### config.mk
export PLATFORM = sky130hd
export DESIGN_NAME = text_fetcher
export DESIGN_NICKNAME = d
export VERILOG_FILES = /design/src/rtl/text_fetcher.sv
export SDC_FILE = /design/constraint.sdc
export NUM_CORES = 1
export LEC_CHECK = 0
export CORE_MARGIN = 2
export CORE_UTILIZATION = 30
export DETAILED_ROUTE_END_ITERATION = 8
export PLACE_DENSITY = 0.53
export SLEW_MARGIN = 15
export SYNTH_ARGS = -nofsm -noshare
export SYNTH_HDL_FRONTEND = slang
export SYNTH_SLANG_ARGS = --single-unit
### constraint.sdc
create_clock -name clk -period 3.1 [get_ports clk]
set_input_delay 0.31 -clock clk [delete_from_list [all_inputs] [get_ports clk]]
set_output_delay 0.31 -clock clk [all_outputs]
set_load 0.05 [all_outputs]
### src/rtl/text_fetcher.sv
// text_fetcher: text-mode character fetch stage ahead of the font renderer.
// Walks the character-code text RAM in step with display timing and presents
// the current character, pixel column, glyph scanline and prefetched next
// character on every active pixel clock.
//
// Ports:
//   clk, rst_n            pixel clock, asynchronous active-low reset
//   frame_req, line_req   frame / line start pulses from display timing
//   active                high during the active pixels of a line
//   ram_rd, ram_addr      text RAM read strobe and address (row*COLS + col)
//   ram_data              char code, valid the cycle after ram_rd
//   char, x, y            current character, pixel column in cell, scanline
//   next_char, next_y     following cell's character and its scanline
//   enable                renderer enable (combinational from active)
//   underrun              sticky: active arrived before the first char loaded
module text_fetcher #(
  parameter int          COLS       = 80,
  parameter int          ROWS       = 30,
  parameter int          COL_WIDTH  = 8,
  parameter int          ROW_HEIGHT = 16,
  parameter int          ADDR_W     = $clog2(COLS*ROWS),
  parameter logic [7:0]  BLANK_CHAR = 8'h20
) (
  input  logic                          clk,
  input  logic                          rst_n,
  input  logic                          frame_req,
  input  logic                          line_req,
  input  logic                          active,
  output logic                          ram_rd,
  output logic [ADDR_W-1:0]             ram_addr,
  input  logic [7:0]                    ram_data,
  output logic [7:0]                    char,
  output logic [$clog2(COL_WIDTH)-1:0]  x,
  output logic [$clog2(ROW_HEIGHT)-1:0] y,
  output logic [7:0]                    next_char,
  output logic [$clog2(ROW_HEIGHT)-1:0] next_y,
  output logic                          enable,
  output logic                          underrun
);

  localparam int XW = $clog2(COL_WIDTH);
  localparam int YW = $clog2(ROW_HEIGHT);
  localparam int CW = (COLS > 1) ? $clog2(COLS) : 1;
  localparam int RW = (ROWS > 1) ? $clog2(ROWS) : 1;

  localparam logic [2:0] S_IDLE   = 3'd0;
  localparam logic [2:0] S_FETCH0 = 3'd1;
  localparam logic [2:0] S_WAIT0  = 3'd2;
  localparam logic [2:0] S_READY  = 3'd3;
  localparam logic [2:0] S_RUN    = 3'd4;

  logic [2:0]        state_q, state_d;
  logic [RW-1:0]     row_q, row_d;
  logic [ADDR_W-1:0] row_base_q, row_base_d;
  logic [YW-1:0]     y_q, y_d;
  logic [CW-1:0]     col_q, col_d;
  logic [XW-1:0]     x_q, x_d;
  logic [7:0]        char_q, char_d;
  logic [7:0]        next_char_q, next_char_d;
  logic              ram_rd_q, ram_rd_d;
  logic [ADDR_W-1:0] ram_addr_q, ram_addr_d;
  logic              underrun_q, underrun_d;
  logic              rd_vld_q;   // read issued last cycle, ram_data valid now
  logic              step;       // one active pixel consumed this cycle

  always_comb begin
    state_d     = state_q;
    row_d       = row_q;
    row_base_d  = row_base_q;
    y_d         = y_q;
    col_d       = col_q;
    x_d         = x_q;
    char_d      = char_q;
    next_char_d = next_char_q;
    ram_rd_d    = 1'b0;
    ram_addr_d  = ram_addr_q;
    underrun_d  = underrun_q;
    step        = 1'b0;

    if (frame_req) begin
      state_d     = S_IDLE;
      row_d       = '0;
      row_base_d  = '0;
      y_d         = '0;
      col_d       = '0;
      x_d         = '0;
      char_d      = BLANK_CHAR;
      next_char_d = BLANK_CHAR;
      ram_addr_d  = '0;
    end

    // Frame reset above is applied first, so a coincident line starts at row 0.
    if (line_req) begin
      state_d    = S_FETCH0;
      col_d      = '0;
      x_d        = '0;
      ram_rd_d   = 1'b1;
      ram_addr_d = row_base_d;
    end else if (!frame_req) begin
      case (state_q)
        S_IDLE: begin
          if (active) underrun_d = 1'b1;
        end
        S_FETCH0: begin
          if (active) begin
            underrun_d = 1'b1;
            state_d    = S_IDLE;
          end else begin
            state_d = S_WAIT0;
          end
        end
        S_WAIT0: begin
          if (active) begin
            underrun_d = 1'b1;
            state_d    = S_IDLE;
          end else begin
            char_d      = ram_data;
            next_char_d = BLANK_CHAR;
            state_d     = S_READY;
            // The col-1 read is registered so it is on the bus during the
            // first READY cycle, i.e. x==0 of col 0 when active rises earliest.
            if (COLS > 1) begin
              ram_rd_d   = 1'b1;
              ram_addr_d = ram_addr_q + ADDR_W'(1);
            end
          end
        end
        S_READY: begin
          if (rd_vld_q) next_char_d = ram_data;
          if (active) begin
            state_d = S_RUN;
            step    = 1'b1;
          end
        end
        S_RUN: begin
          if (rd_vld_q) next_char_d = ram_data;
          if (active) begin
            step = 1'b1;
          end else begin
            state_d = S_IDLE;
            if (y_q == YW'(ROW_HEIGHT-1)) begin
              y_d = '0;
              if (row_q == RW'(ROWS-1)) begin
                row_d      = '0;
                row_base_d = '0;
              end else begin
                row_d      = row_q + RW'(1);
                row_base_d = row_base_q + ADDR_W'(COLS);
              end
            end else begin
              y_d = y_q + YW'(1);
            end
          end
        end
        default: state_d = S_IDLE;
      endcase

      if (step) begin
        if (x_q == XW'(COL_WIDTH-1)) begin
          x_d         = '0;
          char_d      = next_char_q;
          next_char_d = BLANK_CHAR;
          if (col_q != CW'(COLS-1)) col_d = col_q + CW'(1);
          // Registered read for col+2, so it is on the bus at x==0 of col+1.
          if ((int'(col_q) + 2) < COLS) begin
            ram_rd_d   = 1'b1;
            ram_addr_d = ram_addr_q + ADDR_W'(1);
          end
        end else begin
          x_d = x_q + XW'(1);
        end
      end
    end
  end

  always_ff @(posedge clk or negedge rst_n) begin
    if (!rst_n) begin
      state_q     <= S_IDLE;
      row_q       <= '0;
      row_base_q  <= '0;
      y_q         <= '0;
      col_q       <= '0;
      x_q         <= '0;
      char_q      <= BLANK_CHAR;
      next_char_q <= BLANK_CHAR;
      ram_rd_q    <= 1'b0;
      ram_addr_q  <= '0;
      underrun_q  <= 1'b0;
      rd_vld_q    <= 1'b0;
    end else begin
      state_q     <= state_d;
      row_q       <= row_d;
      row_base_q  <= row_base_d;
      y_q         <= y_d;
      col_q       <= col_d;
      x_q         <= x_d;
      char_q      <= char_d;
      next_char_q <= next_char_d;
      ram_rd_q    <= ram_rd_d;
      ram_addr_q  <= ram_addr_d;
      underrun_q  <= underrun_d;
      rd_vld_q    <= ram_rd_q;
    end
  end

  assign ram_rd    = ram_rd_q;
  assign ram_addr  = ram_addr_q;
  assign char      = char_q;
  assign x         = x_q;
  assign y         = y_q;
  assign next_char = next_char_q;
  assign next_y    = y_q;
  assign underrun  = underrun_q;
  assign enable    = active && ((state_q == S_READY) || (state_q == S_RUN));

endmodule

==> flow_summary.json, run 1 <==
{
  "final_cell_area_um2": 4412,
  "setup_viol": 0,
  "syn-num-nets": 383,
  "netlist_instances": 362,
  "worstPathMaxFanout": 7,
  "fillCellCount": 1146,
  "avgRoutedWirePerCell_um": 15.80,
  "place_inst": 550,
  "maxSlewViolCount": 0,
  "htree_levels": 3,
  "antenna_found_initial": 0,
  "row_count": 39,
  "place_area_um2": 4138,
  "worst_path_max_delay_cell": "clkdlybuf4s50_1",
  "p_clk_share_pct": 47.0,
  "drc_errors": 0,
  "grt_max_degree": 29,
  "gp_congestion": 0.7569,
  "syn_area_per_cell_um2": 9.484,
  "rr_endpoint": "row_base_q[10]",
  "min_path_type": "flop to flop",
  "ys_types": 56,
  "ctsHoldBuffers": 1,
  "swShare_pct": 24.67,
  "p_switching_mw": 0.4718,
  "dp_hpwl_um": 6294,
  "routed_wl_um": 8956,
  "reg2reg_setup_slack_ns": 0.77,
  "pre_cts_slack_ns": 0.4681,
  "critPathMaxStageDelay_ns": 0.71,
  "relSlewSlack_pct": 43.97,
  "hold_viol": 0,
  "clk_pin_slew_ns": 0.05,
  "fin_util_pct": 39.14,
  "yosysWarningCount": 0,
  "power.leakage_nw": 1.841,
  "drive_gt1_share_pct": 8.491,
  "die_x_um": 111.0,
  "p_int_mw": 1.441,
  "layout_common_cells": "63 x dfrtp_1, 53 x clkdlybuf4s50_1, 35 x nor2_1",
  "mostFrequentLayoutCell": "dfrtp_1",
  "fin_ws_ns": 0.4984,
  "grt_overflow_total": 0,
  "worstSetupEndpoint": "enable",
  "core_area_um2": 11270,
  "pwr-share-seq_pct": 45.6,
  "synth_seq_cells": 65,
  "fin_crit_sh_pct": 83.92,
  "first_global_vias": 2857,
  "synthArstFlopShare_pct": 100.0,
  "period_needed_ns": 2.602,
  "n_antenna_cell": 0,
  "cts_tree": "built",
  "r2r-start": "state_q[1]",
  "initial_core_util_pct": 30.46,
  "grt.total_usage_pct": 14.92,
  "outcome": "completed",
  "io_buffers": 54,
  "io-pin-count": 55,
  "clk_latency_ns": 0.32,
  "path_class": "flop to output port",
  "hold_start": "ram_rd",
  "rsz0062_at_grt": "false",
  "cts_buffer_depth": 2,
  "syn-cell-area_um2": 3433,
  "start_kind": "flop",
  "arrival_ns": 2.29,
  "drt-initial-drc-count": 196,
  "cts.sinks": 65,
  "synthToLayoutAreaGrowth_pct": 28.50,
  "worstSetupEndpointType": "output port",
  "fin_nets": 440,
  "cts_resized": 0,
  "synth_ff_type": "dfrtp_1",
  "reg2regPathDepth": 5,
  "powerDensity_nw_per_um2": 433.5,
  "max_freq_mhz": 384.4,
  "maxCapViolCount": 0,
  "num_vias": 2950,
  "dr.pass1.iters": 5,
  "die_height_um": 111.0,
  "comb_power_share_pct": 7.4,
  "crit_path_start": "state_q[0]",
  "post_cts_buffers": 0,
  "fp.dieArea_um2": 12320,
  "yosysSeqAreaShare_pct": 47.45,
  "cts_made_buffers": 9,
  "ant_nets": 0,
  "irDropWorstVdd_mv": 0.1894,
  "totalNegativeSetupSlack_ns": 0,
  "tightest_slew_ns": 0.8404,
  "synth_edf_count": 0,
  "cts_root_buf": "clkbuf_16",
  "grt_pass1_wl_um": 14880,
  "vias_per_cell": 5.203,
  "crit_chain": "and3b_1 > o21ai_1 > inv_1 > clkdlybuf4s50_1",
  "layoutNonFillerInstCount": 567,
  "clock-skew-final_ns": 0.005320,
  "cp.required_ns": 2.79
}
## cells in the mapped netlist, drive strengths merged (5+ instances only)
cell / count / area (um^2)
mux2i: 6 / 60.06
inv: 12 / 45.04
o21ai: 29 / 145.1
a22o: 7 / 61.31
clkbuf: 12 / 45.04
nor3: 11 / 55.05
buf: 9 / 55.05
or3: 7 / 43.79
ha: 8 / 100.1
nand2: 31 / 116.4
dfrtp: 63 / 1577
nor3b: 7 / 63.81
o31ai: 6 / 45.04
a21oi: 26 / 133.9
nand3: 14 / 70.07
and2: 8 / 50.05
a211o: 7 / 61.31
nor2: 35 / 131.4
a311oi: 5 / 43.79
## worst min-delay path by stage
stage                    end  slack, ns  cells past startpoint
floorplan            char[0]       0.01                      0
global placement    col_q[4]       0.28                      1
detailed placement  rd_vld_q       0.29                      1
CTS                 rd_vld_q       0.44                      0
global route        rd_vld_q       0.44                      0
finish              rd_vld_q       0.42                      0
## cell type report
class / count / area [um^2] / area share, %
Timing Repair Buffer: 67 / 635.6 / 14.41
Clock inverter: 6 / 35.03 / 0.7941
Sequential cell: 65 / 1629 / 36.93
Multi-Input combinational cell: 264 / 1659 / 37.61
Clock buffer: 10 / 229.0 / 5.190
Inverter: 12 / 45.04 / 1.021
Tap cell: 143 / 178.9 / 4.056
## kinds of logic after synthesis
logic type	share of synthesized area [%]
XOR/XNOR	1.531
flip-flops	47.45
buffers and inverters	4.227
AO/OA/AOI/OAI	20.85
multiplexers	1.749
AND/OR/NAND/NOR	21.28
adder cells (fa/ha/maj)	2.916
## power by group through the flow
stage               combinational (mW)  clock (mW)  sequential (mW)
finish                           0.142       0.899            0.872
global route                     0.155       0.961            0.873
CTS                              0.145       0.921            0.872
detailed placement               0.143           0            0.887
global placement                 0.143           0            0.887
floorplan                       0.0447           0            0.909
## metal layers
metal	up-vias	track usage, %	routed length, um
li1	1442	-	-
met1	1456	20.75	4328
met2	50	23.56	4310
met3	2	2.843	282
met4	0	4.750	35
met5	-	0	0
## flip-flops by register name, summed over array words and instances, names as in the netlist
| register | flops |
|---|---|
| rd_vld_q | 1 |
| row_base_q | 12 |
| row_q | 5 |
| ram_addr | 12 |
| next_char | 8 |
| char | 8 |
| col_q | 7 |
| next_y | 4 |
| ram_rd | 1 |
| x | 3 |
| underrun | 1 |
| state_q | 3 |
## per-stage QoR
step / hold WS (ns) / total power, mW
5_1_grt: 0.4409 / 1.989
4_1_cts: 0.4407 / 1.939
3_5_place_dp: 0.2899 / 1.030
6_report: 0.4208 / 1.913
3_3_place_gp: 0.2824 / 1.030
2_1_floorplan: 0.01441 / 0.9540
## critical path: cells and delay by family (launching register included)
family	cells	cell delay, ns
simple gates	1	0.29
compound gates	1	0.43
flops	1	0.48
buf+inv	2	0.78
Power figures use the tool's default switching activity.
==> run 2: changes to the inputs <==
==> constraint.sdc (replaced) <==
create_clock -name clk -period 2.51 [get_ports clk]
set_input_delay 0.251 -clock clk [delete_from_list [all_inputs] [get_ports clk]]
set_output_delay 0.251 -clock clk [all_outputs]
set_load 0.05 [all_outputs]
==> flow_summary.json, run 2 (synthesis results as in run 1) <==
{
  "outcome": "completed",
  "io-pin-count": 55,
  "min_path_type": "input port to asynchronous set/reset pin",
  "avgRoutedWirePerCell_um": 15.76,
  "vias_per_cell": 5.224,
  "grt_pass1_wl_um": 15090,
  "clk_latency_ns": 0.33,
  "grt_max_degree": 66,
  "worstPathMaxFanout": 8,
  "totalNegativeSetupSlack_ns": 0,
  "cts_buffer_depth": 2,
  "cp.required_ns": 2.73,
  "gp_congestion": 0.7681,
  "antenna_found_initial": 0,
  "ctsHoldBuffers": 0,
  "hold_viol": 0,
  "synthToLayoutAreaGrowth_pct": 31.20,
  "cts_tree": "built",
  "start_kind": "flop",
  "max_freq_mhz": 465.0,
  "worstSetupEndpointType": "flop",
  "core_area_um2": 11270,
  "cts_made_buffers": 9,
  "fin_nets": 441,
  "row_count": 39,
  "crit_chain": "nor3b_4 > o211a_4 > a41oi_1 > or4_1 > a311oi_1",
  "clk_pin_slew_ns": 0.06,
  "worst_path_max_delay_cell": "dfrtp_1",
  "place_area_um2": 4175,
  "n_antenna_cell": 0,
  "maxSlewViolCount": 0,
  "cts_root_buf": "clkbuf_16",
  "path_class": "flop to flop",
  "setup_viol": 0,
  "grt_overflow_total": 0,
  "drive_gt1_share_pct": 9.412,
  "layout_common_cells": "63 x dfrtp_1, 52 x clkdlybuf4s50_1, 35 x nor2_1",
  "initial_core_util_pct": 30.46,
  "die_height_um": 111.0,
  "period_needed_ns": 2.151,
  "power.leakage_nw": 1.888,
  "fin_crit_sh_pct": 85.68,
  "drc_errors": 0,
  "arrival_ns": 2.37,
  "critPathMaxStageDelay_ns": 0.49,
  "fp.dieArea_um2": 12320,
  "rsz0062_at_grt": "false",
  "post_cts_buffers": 0,
  "irDropWorstVdd_mv": 0.2457,
  "routed_wl_um": 8952,
  "powerDensity_nw_per_um2": 584.4,
  "die_x_um": 111.0,
  "tightest_slew_ns": 0.8454,
  "io_buffers": 54,
  "first_global_vias": 2905,
  "drt-initial-drc-count": 163,
  "relSlewSlack_pct": 43.64,
  "grt.total_usage_pct": 15.16,
  "cts.sinks": 65,
  "mostFrequentLayoutCell": "dfrtp_1",
  "ant_nets": 0,
  "final_cell_area_um2": 4504,
  "cts_resized": 0,
  "dr.pass1.iters": 4,
  "num_vias": 2967,
  "htree_levels": 3,
  "maxCapViolCount": 0,
  "dp_hpwl_um": 6117,
  "clock-skew-final_ns": 0.007091
}
-- run 2: through the flow --
stage | hold slack (ns) | instances | power, mW | util (%) | setup slack, ns
detailed placement | 0.3767 | 552 | 1.274 | 37.04 | 0.2038
CTS | 0.1452 | 568 | 2.667 | 39.96 | 0.3834
floorplan | -0.04459 | 362 | 1.178 | - | 0.3087
global route | 0.1642 | 568 | 2.750 | 39.96 | 0.2427
finish | 0.1066 | 568 | 2.632 | 39.96 | 0.3594
global placement | 0.3763 | 552 | 1.274 | 37.04 | 0.2165
-- run 2: final timing paths --
path / start / endpoint / slack, ns / depth (start not counted)
max in group asynchronous: rst_n / next_y[2] / 1.84 / 2
setup / recovery: state_q[2] / ram_addr[10] / 0.36 / 5
min in group clk: ram_rd / rd_vld_q / 0.38 / 0
setup reg to reg: state_q[2] / ram_addr[10] / 0.36 / 5
hold reg to reg: ram_rd / rd_vld_q / 0.38 / 0
hold / removal: rst_n / x[0] / 0.11 / 2
-- run 2: final cells by class --
class	count	area (um^2)
Tap cell	143	178.9
Sequential cell	65	1629
Inverter	12	45.04
Fill cell	1147	6768
Clock inverter	6	90.09
Clock buffer	10	239.0
Timing Repair Buffer	68	663.1
Multi-Input combinational cell	264	1659
-- run 2: metal layers --
metal,track usage (%),up-vias,routed length [um]
li1,-,1439,-
met1,20.37,1468,4220
met2,23.97,53,4367
met3,4.155,7,297
met4,4.583,0,66
met5,0,-,0
-- run 2: critical path, delay by kind of cell (launching register included) --
family / cells / cell delay [ns]
compound gates: 3 / 0.78
flops: 1 / 0.49
simple gates: 2 / 0.77
-- run 2: where the power goes --
group          internal [mW]  total [mW]  switching [mW]  leakage [nW]
clock                  0.900        1.38           0.480         0.159
combinational         0.0595       0.176           0.117         0.846
sequential              1.06        1.08          0.0171         0.883
